[src/rtl/ic_prio_cfg_seq.sv]
// ic_prio_cfg_seq
//  Priority-programming sequencer and bus arbiter in front of the interrupt controller (IC)
//  register port. A start request writes every priority register from a unique permutation
//  and then reads each one back and checks it. While a run is in progress the sequencer owns
//  the IC bus and the CPU port is stalled. When the sequencer is idle, the CPU port passes
//  straight through to the IC.
//
// Ports
//  pclk_i, prst_i         clock (rising edge), asynchronous active-high reset
//  start_i                pulse: begin a config+verify run
//  mode_i, key_i          permutation select and key, latched when start_i is accepted
//  cpu_p*                 CPU-side register port (requests in, response out)
//  m_p*                   IC-side register port (requests out, response in)
//  busy_o                 sequencer owns the IC bus
//  done_o                 last run finished (sticky until the next run begins)
//  cfg_err_o, err_idx_o   last run had an error / index of its first failing register
`timescale 1ns / 1ps
module ic_prio_cfg_seq #(
   parameter int unsigned NUM_INTR  = 16,
   parameter int unsigned PRIO_W    = 4,
   parameter int unsigned BASE_ADDR = 0,
   parameter int unsigned TIMEOUT   = 64
) (
   input  logic              pclk_i,
   input  logic              prst_i,
   input  logic              start_i,
   input  logic [1:0]        mode_i,
   input  logic [PRIO_W-1:0] key_i,
   input  logic [7:0]        cpu_paddr_i,
   input  logic [7:0]        cpu_pwdata_i,
   input  logic              cpu_pwrite_i,
   input  logic              cpu_penable_i,
   output logic [7:0]        cpu_prdata_o,
   output logic              cpu_pready_o,
   output logic              cpu_perror_o,
   output logic [7:0]        m_paddr_o,
   output logic [7:0]        m_pwdata_o,
   output logic              m_pwrite_o,
   output logic              m_penable_o,
   input  logic [7:0]        m_prdata_i,
   input  logic              m_pready_i,
   input  logic              m_perror_i,
   output logic              busy_o,
   output logic              done_o,
   output logic              cfg_err_o,
   output logic [PRIO_W-1:0] err_idx_o
);

   localparam int unsigned TmoW = $clog2(TIMEOUT + 1);
   localparam logic [PRIO_W-1:0] LastIdx  = PRIO_W'(NUM_INTR - 1);
   localparam logic [TmoW-1:0]   TmoLast  = TmoW'(TIMEOUT - 1);
   localparam logic [7:0]        BaseAddr = 8'(BASE_ADDR);

   typedef enum logic [2:0] {
      StIdle,
      StWr,
      StWrGap,
      StRd,
      StRdGap,
      StDone
   } state_e;

   state_e            state_q, state_d;
   logic [PRIO_W-1:0] idx_q, idx_d;
   logic [TmoW-1:0]   tmo_q, tmo_d;
   logic [1:0]        mode_q, mode_d;
   logic [PRIO_W-1:0] key_q, key_d;
   logic              pend_q, pend_d;
   logic              done_q, done_d;
   logic              err_q, err_d;
   logic [PRIO_W-1:0] err_idx_q, err_idx_d;

   logic [PRIO_W-1:0] prio;
   logic [7:0]        prio_data;
   logic [7:0]        seq_addr;
   logic              seq_penable;
   logic              seq_pwrite;
   logic              busy;

   // Priority of the current register. NUM_INTR == 2**PRIO_W, so all arithmetic wraps
   // naturally in PRIO_W bits and every mode is a permutation.
   always_comb begin
      unique case (mode_q)
         2'd0:    prio = idx_q;
         2'd1:    prio = LastIdx - idx_q;
         2'd2:    prio = idx_q ^ key_q;
         default: prio = idx_q + key_q;
      endcase
   end

   assign prio_data = 8'(prio);
   assign seq_addr  = BaseAddr + 8'(idx_q);

   // State register
   always_ff @(posedge pclk_i or posedge prst_i) begin
      if (prst_i) begin
         state_q   <= StIdle;
         idx_q     <= '0;
         tmo_q     <= '0;
         mode_q    <= '0;
         key_q     <= '0;
         pend_q    <= 1'b0;
         done_q    <= 1'b0;
         err_q     <= 1'b0;
         err_idx_q <= '0;
      end else begin
         state_q   <= state_d;
         idx_q     <= idx_d;
         tmo_q     <= tmo_d;
         mode_q    <= mode_d;
         key_q     <= key_d;
         pend_q    <= pend_d;
         done_q    <= done_d;
         err_q     <= err_d;
         err_idx_q <= err_idx_d;
      end
   end

   // Next-state and sequencer bus controls
   always_comb begin
      state_d     = state_q;
      idx_d       = idx_q;
      tmo_d       = tmo_q;
      mode_d      = mode_q;
      key_d       = key_q;
      pend_d      = pend_q;
      done_d      = done_q;
      err_d       = err_q;
      err_idx_d   = err_idx_q;
      seq_penable = 1'b0;
      seq_pwrite  = 1'b0;
      busy        = 1'b0;

      unique case (state_q)
         StIdle: begin
            // A pending start already captured its mode/key.
            if (start_i && !pend_q) begin
               mode_d = mode_i;
               key_d  = key_i;
            end
            if ((start_i || pend_q) && !cpu_penable_i) begin
               state_d   = StWr;
               idx_d     = '0;
               tmo_d     = '0;
               pend_d    = 1'b0;
               done_d    = 1'b0;
               err_d     = 1'b0;
               err_idx_d = '0;
            end else if (start_i) begin
               // CPU transfer in flight: wait for it to finish before taking the bus.
               pend_d = 1'b1;
            end
         end

         StWr, StRd: begin
            busy        = 1'b1;
            seq_penable = 1'b1;
            seq_pwrite  = (state_q == StWr);
            if (m_pready_i) begin
               if (m_perror_i || ((state_q == StRd) && (m_prdata_i != prio_data))) begin
                  err_d = 1'b1;
                  if (!err_q) begin
                     err_idx_d = idx_q;
                  end
               end
               state_d = (state_q == StWr) ? StWrGap : StRdGap;
            end else if (tmo_q == TmoLast) begin
               // Abort the whole run on a hung transfer.
               err_d   = 1'b1;
               if (!err_q) begin
                  err_idx_d = idx_q;
               end
               done_d  = 1'b1;
               state_d = StDone;
            end else begin
               tmo_d = tmo_q + TmoW'(1);
            end
         end

         StWrGap: begin
            busy  = 1'b1;
            tmo_d = '0;
            if (idx_q == LastIdx) begin
               idx_d   = '0;
               state_d = StRd;
            end else begin
               idx_d   = idx_q + PRIO_W'(1);
               state_d = StWr;
            end
         end

         StRdGap: begin
            busy  = 1'b1;
            tmo_d = '0;
            if (idx_q == LastIdx) begin
               done_d  = 1'b1;
               state_d = StDone;
            end else begin
               idx_d   = idx_q + PRIO_W'(1);
               state_d = StRd;
            end
         end

         StDone: begin
            state_d = StIdle;
         end

         default: begin
            state_d = StIdle;
         end
      endcase
   end

   // Bus arbitration: pass-through when idle, sequencer-driven and CPU-stalled when busy.
   always_comb begin
      m_paddr_o    = cpu_paddr_i;
      m_pwdata_o   = cpu_pwdata_i;
      m_pwrite_o   = cpu_pwrite_i;
      m_penable_o  = cpu_penable_i;
      cpu_prdata_o = m_prdata_i;
      cpu_pready_o = m_pready_i;
      cpu_perror_o = m_perror_i;
      if (busy) begin
         m_paddr_o    = seq_addr;
         m_pwdata_o   = seq_pwrite ? prio_data : 8'h00;
         m_pwrite_o   = seq_pwrite;
         m_penable_o  = seq_penable;
         cpu_prdata_o = 8'h00;
         cpu_pready_o = 1'b0;
         cpu_perror_o = 1'b0;
      end
      // Keep the IC port quiet while reset is held, even if the CPU is driving.
      if (prst_i) begin
         m_paddr_o    = 8'h00;
         m_pwdata_o   = 8'h00;
         m_pwrite_o   = 1'b0;
         m_penable_o  = 1'b0;
         cpu_prdata_o = 8'h00;
         cpu_pready_o = 1'b0;
         cpu_perror_o = 1'b0;
      end
   end

   assign busy_o    = busy;
   assign done_o    = done_q;
   assign cfg_err_o = err_q;
   assign err_idx_o = err_idx_q;

endmodule
[config.mk]
export PLATFORM = sky130hd
export DESIGN_NAME = ic_prio_cfg_seq
export DESIGN_NICKNAME = d
export VERILOG_FILES = /design/src/rtl/ic_prio_cfg_seq.sv
export SDC_FILE = /design/constraint.sdc
export NUM_CORES = 1
export LEC_CHECK = 0
export CAP_MARGIN = 20
export CORE_MARGIN = 10
export CORE_UTILIZATION = 30
export CTS_CLUSTER_SIZE = 10
export DETAILED_ROUTE_END_ITERATION = 10
export GPL_ROUTABILITY_DRIVEN = 0
export PLACE_DENSITY_LB_ADDON = 0.1
export SYNTH_ARGS = -nofsm -noshare
export SYNTH_HDL_FRONTEND = slang
export SYNTH_SLANG_ARGS = --single-unit
[constraint.sdc]
create_clock -name pclk_i -period 6.1 [get_ports pclk_i]
set_clock_uncertainty 0.2 [all_clocks]
set_input_delay 0.915 -clock pclk_i [delete_from_list [all_inputs] [get_ports pclk_i]]
set_output_delay 0.915 -clock pclk_i [all_outputs]
set_load 0.01 [all_outputs]
Yosys cells after proc, flatten, opt, wreduce, memory -nomap -nowiden
Cells that the tools add are included.
{ "word_totals": {"regBits": 27, "output_inout_bits": 35} }
{ "classes": {"eq_ne": 17, "reduce_logical": 24, "muxes": 49, "bitwise": 1, "n_addsub": 4} }
{ "op_table": {"columns": ["cell", "count"], "rows": [
  ["$mux W8", 6],
  ["$mux W4", 8],
  ["$pmux W4 S3", 2],
  ["$mux W7", 3],
  ["$pmux W7 S3", 1],
  ["$mux W1", 19],
  ["$mux W3", 5],
  ["$ne A2 B2 Y1 const B", 6],
  ["$pmux W3 S4", 1],
  ["$reduce_bool A3 Y1", 3],
  ["$ne A8 B4 Y1", 1],
  ["$pmux W4 S2", 1],
  ["$reduce_and A4 Y1", 2],
  ["$add A7 B1 Y7 const B", 1],
  ["$eq A7 B6 Y1 const B", 1],
  ["$eq A3 B2 Y1 const B", 2],
  ["$ne A3 B3 Y1 const B", 2],
  ["$reduce_and A2 Y1", 3],
  ["$reduce_and A5 Y1", 1],
  ["$add A4 B1 Y4 const B", 1],
  ["$add A4 B4 Y4", 1],
  ["$eq A4 B4 Y1 const B", 1],
  ["$reduce_bool A2 Y1", 2],
  ["$reduce_or A2 Y1", 2],
  ["16 further kinds", 20]
]} }

Logic depth before layout (Yosys ltp)
{ "depth": {"word_depth": 8, "depth_mapped": 8, "mapped_depth_nobuf": 8} }

Worst setup path before layout
No wires, ideal clock.
{ "synth_timing": {"path_kind": "register -> output", "startpoint": "register idx_q[0]", "endpoint": "output m_pwdata_o[2]", "path_buffers": 0, "arrival_ns": 2.028, "stages_incl_launch_ff": 9, "slack_ns": 2.957, "t_required_ns": 4.985, "path_cell_list": "dfrtp_1 ha_1 fa_1 and3b_1 o21ai_0 o211ai_1 a22o_1 a22oi_1 nor2_1"} }
{ "synth_between": {"elab_chain_len": 5, "elab_cells_between_ends": 6} }
{ "synth_lines": {"columns": ["item", "line_no", "rtl"], "rows": [
  ["start, declared", "64", "logic [PRIO_W-1:0] idx_q, idx_d;"],
  ["start signal, assigned", "108", "idx_q <= idx_d;"],
  ["$add A4 B4 Y4 or $sub A4 B4 Y4 (tied branches)", "87, 85", null],
  ["$pmux W4 S3 *", "83", "unique case (mode_q)"],
  ["$mux W4 *", "225", "m_pwdata_o = seq_pwrite ? prio_data : 8'h00;"],
  ["$mux W8 *", "223", "if (busy) begin"],
  ["$mux W8 *", "233", "if (prst_i) begin"],
  ["end, declared", "37", "output logic [7:0] m_pwdata_o,"]
]} }
Every way passes the cells marked *; elsewhere a longest branch is shown, timed or not.

Worst setup path after layout
Same ends and word-level chain as after synthesis.

==> impl_metrics.toml <==
[synth]
synth_warnings = 0
synth-main-ff-cell = "sky130_fd_sc_hd__dfrtp_1"
synth_simple_gate_area_share_pct = 24.4
mappedNetlistArea_mm2 = 0.00204
post_synth_mux_area_share_pct = 7.92
synth_edf_count = 0
ys_seq_elements = 27
dominant_combinational_cell_family_by_area_after_synthesis = "simple AND/OR/NAND/NOR gates"
synth.yosys.seq_area_share_pct = 33.2
synth_compound_gate_area_share_pct = 20.9
syn_nets = 279
synthDistinctLibCells = 54
post_synth_fa_ha_maj_area_fraction_pct = 4.05
avgSynthCellArea_um2 = 8.63
synth-xor-area-share_pct = 5.04
async_flop_share_pct = 100
post_synth_inst_count = 236

[sta]
max_slew_vio_count = 0
achievable-frequency_mhz = 243
grt_setup_unrepaired = "false"
worst_pin_slew_ns = 0.650
layout_worst_path_cycle_share_pct = 67.5
min_period_ns = 4.12
timing_hold_violations_final = 0
worst_slew_margin_pct = 56.5
timing.hold.ws_ns = 0.308
setup_tns_ns = 0
timing.final.setup_violations = 0

[place]
place.detailed.hpwl_um = 5020
numPortBuffers = 71
total_instance_count_after_detailed_placement = 374

[pwr]
total_switching_power_w = 0.000548
internal_power_w = 0.000681
post-layout-total-power_w = 0.00123
power.clock.fraction_pct = 8.6
irDropWorstVdd_mv = 0.143
power_per_cell_area_mw_per_mm2 = 433
comb_power_share_pct = 63.7
p_leak_nw = 1.22
seq_power_share_pct = 27.6
netSwitchingFraction_pct = 44.6

[floorplan]
overall_die_area_mm2 = 0.0105
dieHeight_um = 102
die_x_um = 102
core_mm2 = 0.00646
floorplan.io_pins = 72
placement_rows = 29
floorplan.initialDensity_pct = 31.5

[grt]
grt-ovfl-total = 0
grt_util_met3_pct = 2.77
grt_pass1_vias = 1847
grt_max_degree = 20
groute.usage.overall_pct = 11.6
grt-busiest-layer = "met1"
grt.met2_usage_pct = 16.1
number_of_antenna_violations_at_the_first_check_in_global_routing = 0
grt_first_pass_wirelength_um = 9790
grt_use_met1_pct = 17.5

[finish]
area_growth_syn_to_layout_pct = 39.3
sequential_cell_area_um2 = 676
multi_input_gate_area_mm2 = 0.00127
fin_cells = 378
filler_cell_count = 657
drive_gt1_share_pct = 6.64
finish.net_count = 345
insertedDiodeCount = 0

[routing]
detail_route.iter0.violations = 121
wire_per_inst_um = 16.3
wl_um = 6160
routed_via_density = 5.15
antenna_violating_nets_post_route = 0
detail_route.drc_violations = 0
num_vias = 1947
detailedRoute.firstPassIterationCount = 4

[cts]
cts_buffers = 3
clock_transition_at_the_registers_of_the_reported_paths_ns = 0.10
clock_latency_on_the_worst_skew_pair_ns = 0.28
cts_resized = 0
tritoncts = "done"
number_of_h_tree_levels = 1
clock_path_buffers = 2
count_of_buffers_added_by_post_cts_timing_repair_for_setup = 0
clock_sink_count = 27
cts-hold-fix-buffers = 0
clk_root_buffer_cell = "sky130_fd_sc_hd__clkbuf_8"

[setup_path]
worst_setup_path_start_kind = "register"
critPathKind = "reg -> out"
critical_path_arrival_ns = 3.00
worst-endpoint-required_ns = 4.98
critPathMaxFanout = 7
cp-end-kind = "primary output"

[run]
drv_cap = 0

[outcome]
outcome = "finished clean"

[min_path]
hold_path_class = "reg -> reg"
worst paths after layout:
check	slack [ns]	cells after the start	from	end
min in group asynchronous	1.10	2	prst_i	state_q[2]
hold / removal	0.31	1	tmo_q[0]	tmo_q[0]
max in group asynchronous	4.01	3	prst_i	pend_q
hold reg to reg	0.31	1	tmo_q[0]	tmo_q[0]
setup / recovery	1.98	9	idx_q[0]	m_pwdata_o[2]
setup reg to reg	3.22	8	idx_q[0]	err_idx_o[2]
synthesized netlist by cell type (2+ instances only):
cell type	number	area [um^2]
sky130_fd_sc_hd__mux2i_1	6	60.1
sky130_fd_sc_hd__mux2_2	6	67.6
sky130_fd_sc_hd__a21o_1	6	45.0
sky130_fd_sc_hd__nor3b_1	2	15.0
sky130_fd_sc_hd__o211a_1	2	20.0
sky130_fd_sc_hd__xnor2_1	2	17.5
sky130_fd_sc_hd__a22o_1	6	52.6
sky130_fd_sc_hd__xnor2_2	2	32.5
sky130_fd_sc_hd__a211o_1	4	35.0
sky130_fd_sc_hd__ha_1	5	62.6
sky130_fd_sc_hd__clkbuf_1	6	22.5
sky130_fd_sc_hd__a21oi_1	12	60.1
sky130_fd_sc_hd__nand2_1	22	82.6
sky130_fd_sc_hd__o31ai_1	2	15.0
sky130_fd_sc_hd__a22oi_1	3	22.5
sky130_fd_sc_hd__nand3_1	6	30.0
sky130_fd_sc_hd__nor3_1	7	35.0
sky130_fd_sc_hd__nand2b_1	3	18.8
sky130_fd_sc_hd__o21ai_0	11	55.1
sky130_fd_sc_hd__buf_2	2	10.0
sky130_fd_sc_hd__buf_6	2	22.5
sky130_fd_sc_hd__nor2_1	28	105
sky130_fd_sc_hd__inv_1	8	30.0
sky130_fd_sc_hd__dfrtp_1	27	676
sky130_fd_sc_hd__xor2_1	6	52.6
sky130_fd_sc_hd__and2_1	18	113
sky130_fd_sc_hd__nor2b_1	3	18.8
sky130_fd_sc_hd__nand3b_1	2	15.0
sky130_fd_sc_hd__and3_1	2	12.5
power by group through the flow:
stage	Combinational, W	Clock, W	Sequential [W]
after global routing	0.000867	0.000116	0.000356
after CTS	0.000790	0.000107	0.000341
after floorplan	0.000575	0	0.000278
after detailed placement	0.000787	0	0.000344
final	0.000784	0.000106	0.000340
after global placement	0.000785	0	0.000344
metrics by stage:
stage | instance area, um^2 | utilization [%] | setup slack, ns
final | 2840 | 43.9 | 1.98
after global routing | 2840 | 43.9 | 1.78
after floorplan | 2040 | - | 2.96
after CTS | 2840 | 43.9 | 1.96
after detailed placement | 2790 | 43.2 | 1.99
after global placement | 2790 | 43.2 | 2.03
critical path: stages, from the launching register on:
cell                              delay (ns)
sky130_fd_sc_hd__dfrtp_1                0.48
sky130_fd_sc_hd__ha_1                   0.27
sky130_fd_sc_hd__fa_1                   0.41
sky130_fd_sc_hd__and3b_1                0.21
sky130_fd_sc_hd__o21ai_0                0.25
sky130_fd_sc_hd__o211ai_1               0.14
sky130_fd_sc_hd__a22o_1                 0.21
sky130_fd_sc_hd__a22oi_1                0.20
sky130_fd_sc_hd__nor2_1                 0.06
sky130_fd_sc_hd__clkdlybuf4s50_1        0.50
logic make-up (layout without fill, tap and decap cells):
group	after synthesis	in the layout
adders and majority gates	6	6
AOI/OAI and AO/OA	59	59
xor gates and xnor gates	10	10
DFF	27	27
buffers and inverters	20	85
and+or+nand+nor	100	100
muxes	14	14
routing by layer:
| layer | routed length (um) | up-vias |
|---|---|---|
| met5 | 0 | - |
| met4 | 47 | 0 |
| met3 | 483 | 4 |
| met2 | 2360 | 66 |
| met1 | 3270 | 910 |
| li1 | - | 967 |
state kept, by name, indices dropped and copies added, names as in the netlist:
signal,flops
tmo_q,7
err_idx_o,4
idx_q,4
key_q,4
state_q,3
mode_q,2
cfg_err_o,1
done_o,1
pend_q,1
layout make-up:
type / count / share of cell area, %
clock buffer: 4 / 1.59
inverter: 9 / 1.19
multi-input combinational: 189 / 44.7
sequential: 27 / 23.8
tap: 77 / 3.40
timing repair buffer: 72 / 25.3
placed cells by master, fill, tap and decap left out, types with 4 or more instances in the layout:
cell type | synthesis | routed
sky130_fd_sc_hd__dfrtp_1 | 27 | 27
sky130_fd_sc_hd__nand2_1 | 22 | 22
sky130_fd_sc_hd__clkdlybuf4s50_1 | 0 | 71
sky130_fd_sc_hd__and2_1 | 18 | 18
sky130_fd_sc_hd__a21o_1 | 6 | 6
sky130_fd_sc_hd__a21oi_1 | 12 | 12
sky130_fd_sc_hd__mux2_2 | 6 | 6
sky130_fd_sc_hd__a211o_1 | 4 | 4
sky130_fd_sc_hd__a22o_1 | 6 | 6
sky130_fd_sc_hd__ha_1 | 5 | 5
sky130_fd_sc_hd__nor2_1 | 28 | 28
sky130_fd_sc_hd__o21ai_0 | 11 | 11
sky130_fd_sc_hd__nor3_1 | 7 | 7
sky130_fd_sc_hd__nand3_1 | 6 | 6
sky130_fd_sc_hd__mux2i_1 | 6 | 6
sky130_fd_sc_hd__xor2_1 | 6 | 6
sky130_fd_sc_hd__inv_1 | 8 | 8
(Power assumes the default switching activity.)
